**src/rtl/keypad_scanner.sv**
```systemverilog
// keypad_scanner: strobes a 4x4 active-low key matrix one column at a time, reads the rows back
// through a 2-flop synchronizer, debounces one key and hands its code {row,col} to a consumer
// through a single-entry valid/ack buffer with a sticky overrun flag.
// Optional build macro KEYPAD_REPEAT_EN adds typematic auto-repeat while a key stays held.
module keypad_scanner #(
  parameter int unsigned SCAN_DIV    = 65536,
  parameter int unsigned DEB_CNT     = 4,
  parameter int unsigned REPEAT_DLY  = 250,
  parameter int unsigned REPEAT_RATE = 60
) (
  input  logic       clk_i,
  input  logic       rst_ni,
  input  logic [3:0] row_i,
  output logic [3:0] col_o,
  input  logic       key_ack_i,
  output logic [3:0] key_code_o,
  output logic       key_valid_o,
  output logic       key_held_o,
  output logic       overrun_o
);

  localparam int unsigned PreW = (SCAN_DIV > 1) ? $clog2(SCAN_DIV) : 1;
  localparam int unsigned DebW = $clog2(DEB_CNT + 1);

  typedef enum logic [1:0] {StScan, StDebounce, StPressed, StRelease} state_e;

  state_e      state_q, state_d;
  logic [3:0]  row_s1_q, rs_q;
  logic [PreW-1:0] presc_q, presc_d;
  logic [1:0]  col_idx_q;
  logic        col_on_q;
  logic [3:0]  pat_q, pat_d;
  logic [DebW-1:0] deb_q, deb_d, deb_inc;
  logic [3:0]  key_code_q, key_code_d;
  logic        key_valid_q, key_valid_d;
  logic        key_held_q, key_held_d;
  logic        overrun_q, overrun_d;

  logic        tick, rs_idle, deb_done;
  logic        emit, col_adv, held_set, held_clr;
  logic [1:0]  row_idx;
  logic [3:0]  code_new;

  assign tick     = (presc_q == PreW'(SCAN_DIV - 1));
  assign rs_idle  = (rs_q == 4'hF);
  assign deb_inc  = deb_q + DebW'(1);
  assign deb_done = (deb_inc == DebW'(DEB_CNT));
  assign presc_d  = tick ? '0 : presc_q + PreW'(1);

`ifdef KEYPAD_REPEAT_EN
  localparam int unsigned RptMax = (REPEAT_DLY > REPEAT_RATE) ? REPEAT_DLY : REPEAT_RATE;
  localparam int unsigned RptW   = $clog2(RptMax + 1);
  logic [RptW-1:0] rpt_q, rpt_d, rpt_inc;
  // Set once the first (long-delay) repeat has fired for the current hold.
  logic            rpt_first_q, rpt_first_d;
  assign rpt_inc = rpt_q + RptW'(1);
`else
  // Repeat timing is unused without auto-repeat.
  logic unused_rpt_cfg;
  assign unused_rpt_cfg = ^{REPEAT_DLY, REPEAT_RATE};
`endif

  // Lowest-index low row of the captured pattern selects the row part of the code.
  always_comb begin
    row_idx = 2'd3;
    if (!pat_q[0])      row_idx = 2'd0;
    else if (!pat_q[1]) row_idx = 2'd1;
    else if (!pat_q[2]) row_idx = 2'd2;
    code_new = {row_idx, col_idx_q};
  end

  // Column strobe: nothing driven until the first clock after reset.
  always_comb begin
    col_o = 4'hF;
    if (col_on_q) begin
      unique case (col_idx_q)
        2'd0:    col_o = 4'b1110;
        2'd1:    col_o = 4'b1101;
        2'd2:    col_o = 4'b1011;
        default: col_o = 4'b0111;
      endcase
    end
  end

  // FSM state register.
  always_ff @(posedge clk_i) begin
    if (!rst_ni) state_q <= StScan;
    else         state_q <= state_d;
  end

  // FSM next-state: all transitions happen on the scan tick only.
  always_comb begin
    state_d = state_q;
    if (tick) begin
      unique case (state_q)
        StScan:     if (!rs_idle) state_d = StDebounce;
        StDebounce: begin
          if (rs_q != pat_q) state_d = StScan;
          else if (deb_done) state_d = StPressed;
        end
        StPressed:  if (rs_idle) state_d = StRelease;
        StRelease: begin
          if (!rs_idle)      state_d = StPressed;
          else if (deb_done) state_d = StScan;
        end
        default:    state_d = StScan;
      endcase
    end
  end

  // FSM outputs: debounce bookkeeping, column advance, key events.
  always_comb begin
    pat_d    = pat_q;
    deb_d    = deb_q;
    col_adv  = 1'b0;
    emit     = 1'b0;
    held_set = 1'b0;
    held_clr = 1'b0;
`ifdef KEYPAD_REPEAT_EN
    rpt_d       = rpt_q;
    rpt_first_d = rpt_first_q;
`endif
    if (tick) begin
      unique case (state_q)
        StScan: begin
          if (rs_idle) begin
            col_adv = 1'b1;
          end else begin
            pat_d = rs_q;
            deb_d = DebW'(1);
          end
        end
        StDebounce: begin
          if (rs_q == pat_q) begin
            deb_d = deb_inc;
            if (deb_done) begin
              emit     = 1'b1;
              held_set = 1'b1;
`ifdef KEYPAD_REPEAT_EN
              rpt_d       = '0;
              rpt_first_d = 1'b0;
`endif
            end
          end
        end
        StPressed: begin
          if (rs_idle) begin
            deb_d = DebW'(1);
`ifdef KEYPAD_REPEAT_EN
            rpt_d       = '0;
            rpt_first_d = 1'b0;
`endif
          end else begin
`ifdef KEYPAD_REPEAT_EN
            rpt_d = rpt_inc;
            if ((!rpt_first_q && rpt_inc == RptW'(REPEAT_DLY)) ||
                (rpt_first_q && rpt_inc == RptW'(REPEAT_RATE))) begin
              emit        = 1'b1;
              rpt_d       = '0;
              rpt_first_d = 1'b1;
            end
`endif
          end
        end
        StRelease: begin
          if (rs_idle) begin
            deb_d = deb_inc;
            if (deb_done) begin
              held_clr = 1'b1;
              col_adv  = 1'b1;
            end
          end else begin
`ifdef KEYPAD_REPEAT_EN
            rpt_d = '0;  // bounce back to held: restart repeat timing
`endif
          end
        end
        default: ;
      endcase
    end
  end

  // Output buffer: a new event overwrites only if the slot is free or acknowledged this cycle.
  always_comb begin
    key_code_d  = key_code_q;
    key_valid_d = key_valid_q;
    overrun_d   = overrun_q;
    key_held_d  = key_held_q;
    if (held_set)      key_held_d = 1'b1;
    else if (held_clr) key_held_d = 1'b0;
    if (emit) begin
      if (!key_valid_q || key_ack_i) begin
        key_code_d  = code_new;
        key_valid_d = 1'b1;
      end else begin
        overrun_d = 1'b1;
      end
    end else if (key_ack_i && key_valid_q) begin
      key_valid_d = 1'b0;
      overrun_d   = 1'b0;
    end
  end

  // Datapath registers: synchronizer, prescaler, column, debounce, output buffer.
  always_ff @(posedge clk_i) begin
    if (!rst_ni) begin
      row_s1_q    <= 4'hF;
      rs_q        <= 4'hF;
      presc_q     <= '0;
      col_idx_q   <= 2'd0;
      col_on_q    <= 1'b0;
      pat_q       <= 4'hF;
      deb_q       <= '0;
      key_code_q  <= 4'h0;
      key_valid_q <= 1'b0;
      key_held_q  <= 1'b0;
      overrun_q   <= 1'b0;
    end else begin
      row_s1_q    <= row_i;
      rs_q        <= row_s1_q;
      presc_q     <= presc_d;
      col_idx_q   <= col_idx_q + {1'b0, col_adv};
      col_on_q    <= 1'b1;
      pat_q       <= pat_d;
      deb_q       <= deb_d;
      key_code_q  <= key_code_d;
      key_valid_q <= key_valid_d;
      key_held_q  <= key_held_d;
      overrun_q   <= overrun_d;
    end
  end

`ifdef KEYPAD_REPEAT_EN
  // Auto-repeat counters.
  always_ff @(posedge clk_i) begin
    if (!rst_ni) begin
      rpt_q       <= '0;
      rpt_first_q <= 1'b0;
    end else begin
      rpt_q       <= rpt_d;
      rpt_first_q <= rpt_first_d;
    end
  end
`endif

  assign key_code_o  = key_code_q;
  assign key_valid_o = key_valid_q;
  assign key_held_o  = key_held_q;
  assign overrun_o   = overrun_q;

endmodule

```
**config.mk**
```make
export PLATFORM = sky130hd
export DESIGN_NAME = keypad_scanner
export DESIGN_NICKNAME = d
export VERILOG_FILES = /design/src/rtl/keypad_scanner.sv
export SDC_FILE = /design/constraint.sdc
export NUM_CORES = 1
export LEC_CHECK = 0
export ABC_AREA = 0
export BUFFER_PORTS_ARGS = -buffer_cell sky130_fd_sc_hd__buf_2
export CAP_MARGIN = 10
export CELL_PAD_IN_SITES_DETAIL_PLACEMENT = 0
export CELL_PAD_IN_SITES_GLOBAL_PLACEMENT = 1
export CORE_MARGIN = 4
export CORE_UTILIZATION = 47
export DETAILED_ROUTE_END_ITERATION = 10
export PLACE_DENSITY_LB_ADDON = 0.12
export SYNTH_ARGS = -nofsm -noshare
export SYNTH_HDL_FRONTEND = slang
export SYNTH_SLANG_ARGS = --single-unit
```
**constraint.sdc**
```tcl
create_clock -name clk_i -period 6.1 [get_ports clk_i]
set_clock_uncertainty 0.1 [all_clocks]
set_input_delay 0.305 -clock clk_i [delete_from_list [all_inputs] [get_ports clk_i]]
set_output_delay 0.305 -clock clk_i [all_outputs]
set_load 0.02 [all_outputs]
```
==> summary.txt <==
Logic synthesis
  – Main area contributors after synthesis: dfxtp_1 (46%), mux2i_1 (6.4%), ha_1 (6.0%), xor2_1 (5.1%), nand2_1 (4.0%)
  – Async SR Flop Fraction: 0%
  – Commonest cells post-synth: dfxtp_1 (43), nand2_1 (20), nor2_1 (20)
  – Yosys top cell by area: dfxtp_1
  – Syn avg cell area: 9.479 um2
  – Synth warn: 0
  – Gate Count Post-Synth: 198
  – Library cells used by synthesis: 31
  – Most common cell in the synthesized netlist: dfxtp_1
  – Ys flop type: dfxtp_1
  – Share of the synthesized area in the top cell type: 45.87%
  – Post-synth EDFFs: 0
  – Post-synthesis cell area: 1877 um2
  – Syn Nets: 214
  – Number of synthesized register bits: 43
  – Sequential area share after synthesis: 45.87%

Worst setup path
  – Slowest CP cell: nor4_4
  – WP buf/inv: 0
  – Crit Path Max Fanout: 7
  – R2R Setup Slk: 3.92 ns
  – Endpoint class of the critical path: register
  – Critical Path Source Type: register
  – R2R Path Start: presc_q[0]
  – Reg2reg end: col_idx_q[0]
  – Setup CP Type: reg -> reg
  – Crit-path cells: ha_1 -> nand3_1 -> nor4_4 -> or2b_1 -> nor3_1 -> ha_1 -> and2_1
  – CP delay by family, top: simple AND/OR/NAND/NOR gates
  – Reg2Reg Depth: 7
  – Worst EP required: 6.19 ns
  – Critical Path Max Stage Delay: 0.41 ns
  – Most frequent CP cell: ha_1
  – Arrival time at the worst endpoint: 2.27 ns

Floorplanning
  – Initial core utilization: 49.77%
  – Die Ht: 71.19 um
  – Die X: 71.19 um
  – Row count: 22
  – DIE AREA: 5068 um2
  – CORE AREA: 3771 um2
  – Top-Level Pins: 18

GRT
  – Gr ovfl total: 0
  – Vias in the first global route: 1350
  – All-Layer GR Usage: 15.10%
  – Largest net degree at the start of global routing: 33
  – Antenna violations before repair: 0
  – First-pass GRT wire length: 6.141 mm

Drt
  – DR vias: 1391
  – DRC: 0
  – Antenna Nets Post-Route: 0
  – Final wirelength: 3.415 mm
  – DR WL/cell: 12.79 um
  – 1st-iter DRT viols: 85
  – Vias per cell: 5.210
  – Initial DRT Pass Iterations: 4

Clocking
  – Clock sink total: 43
  – Clk_lat worst skew: 0.29 ns
  – CTS tree: yes
  – Worst-case clock buffer depth: 2
  – Post-CTS Setup Bufs: 0
  – # resized after CTS: 0
  – Root buffer cell: clkbuf_8
  – CTS buffer count: 5
  – H-tree depth: 2
  – Post-CTS Hold Fix Bufs: 0
  – Reg clk slew, reported paths: 0.08 ns

STA
  – Final min period: 2.179 ns
  – Final Setup Violations: 0
  – Setup TNS: 0 ns
  – Worst Tran Pin Value: 0.5413 ns
  – Worst rel slew slack: 63.58%
  – Hold slack final: 0.09057 ns
  – RSZ-0062 raised after global routing: false
  – Final slew viol count: 0
  – Final hold viol count: 0
  – Fin crit share: 35.73%
  – Maximum clock rate: 458.8 MHz
  – Final Worst Setup Slack: 3.921 ns

Pwr
  – Max rail drop VDD: 0.1522 mV
  – Pwr Density: 249.8 nW/um2
  – Leakage: 0.0008474 uW

Worst hold path
  – Hold Path Class: in -> reg
  – Number of cells on the worst hold path: 2
  – Hold path start: row_i[1]
  – Hold Crit Endpoint: row_s1_q[1]

Finish
  – Utilization after layout: 56.30%
  – Fill cells: 336
  – Area grow syn2layout: 13.13%
  – Share of layout cells above drive strength 1: 14.16%
  – Ant diodes: 0
  – Final nets: 234

Placed design
  – GP Congestion: 0.7679
  – Pre-CTS setup slack: 3.918 ns
  – HPWL after detailed placement: 2.597 mm
  – IO Port Bufs: 17

Run status
  – Status: finished clean

Run
  – Max-cap violations: 0
[kinds of logic after synthesis]
kind of cell | after synthesis | synth area share, %
compound gates | 16 | 5.267
flops | 43 | 45.87
xor+xnor | 19 | 8.867
fa+ha+maj | 9 | 6.000
simple gates | 87 | 25.13
mux | 12 | 6.400
buf+inv | 12 | 2.466
[registers in the layout, indices dropped and copies added, names as in the netlist]
name	count
state_q	2
key_code_o	4
rs_q	4
deb_q	3
overrun_o	1
key_held_o	1
col_on_q	1
col_idx_q	2
key_valid_o	1
presc_q	16
pat_q	4
row_s1_q	4
[layer usage]
layer  up-vias  track usage (%)  routed length [um]
li1        714                -                   -
met1       648            19.61                1629
met2        23            23.98                1611
met3         6            3.409                 116
met4         0            6.472                  57
met5         -                0                   0
[cell type report]
class	count	area, um2	share of cell area [%]
flip-flops and latches	43	860.8	40.54
repair buffers	17	85.08	4.007
multi-input cells	143	969.7	45.67
well taps	48	60.06	2.829
clock inverters	2	35.03	1.650
inverters	8	30.03	1.414
clock buffers	6	82.58	3.889
[stage by stage]
| stage | power (uW) | instances | area [um2] |
|---|---|---|---|
| 3_3_place_gp | 311.3 | 259 | 2006 |
| 5_1_grt | 552.9 | 267 | 2123 |
| 6_report | 530.4 | 267 | 2123 |
| 3_5_place_dp | 312.4 | 259 | 2006 |
| 2_1_floorplan | 306.8 | 198 | 1877 |
| 4_1_cts | 538.0 | 267 | 2123 |
[power by group]
group          internal, uW  switching, uW  total (uW)
sequential              285           3.06         288
combinational          6.68           10.8        17.5
clock                   132           92.5         225
[placed cells by master, fill, tap and decap left out, types with 9 or more instances in the layout]
cell | netlist | final
nand2_1 | 20 | 20
mux2i_1 | 12 | 12
buf_2 | 1 | 17
dfxtp_1 | 43 | 43
nor2_1 | 20 | 20
nand2b_1 | 11 | 11
xor2_1 | 11 | 11
nand3_1 | 12 | 12
ha_1 | 9 | 9
[worst register-to-register path: cells and delay by family, from the launching register on]
family | cells | cell delay [ns]
AND/OR/NAND/NOR | 5 | 1.15
flip-flops | 1 | 0.38
adder cells (fa/ha/maj) | 2 | 0.46
[how the worst max path moves through the flow]
stage	start	endpoint	slack (ns)	depth (start not counted)
2_1_floorplan	presc_q[0]	col_idx_q[0]	4.06	7
5_1_grt	presc_q[0]	col_idx_q[0]	3.75	7
4_1_cts	presc_q[0]	col_idx_q[0]	3.91	7
3_3_place_gp	presc_q[0]	col_idx_q[0]	3.97	7
3_5_place_dp	presc_q[0]	col_idx_q[0]	3.92	7
6_report	presc_q[0]	col_idx_q[0]	3.92	7
No activity file was read; power rests on OpenSTA's default activity.
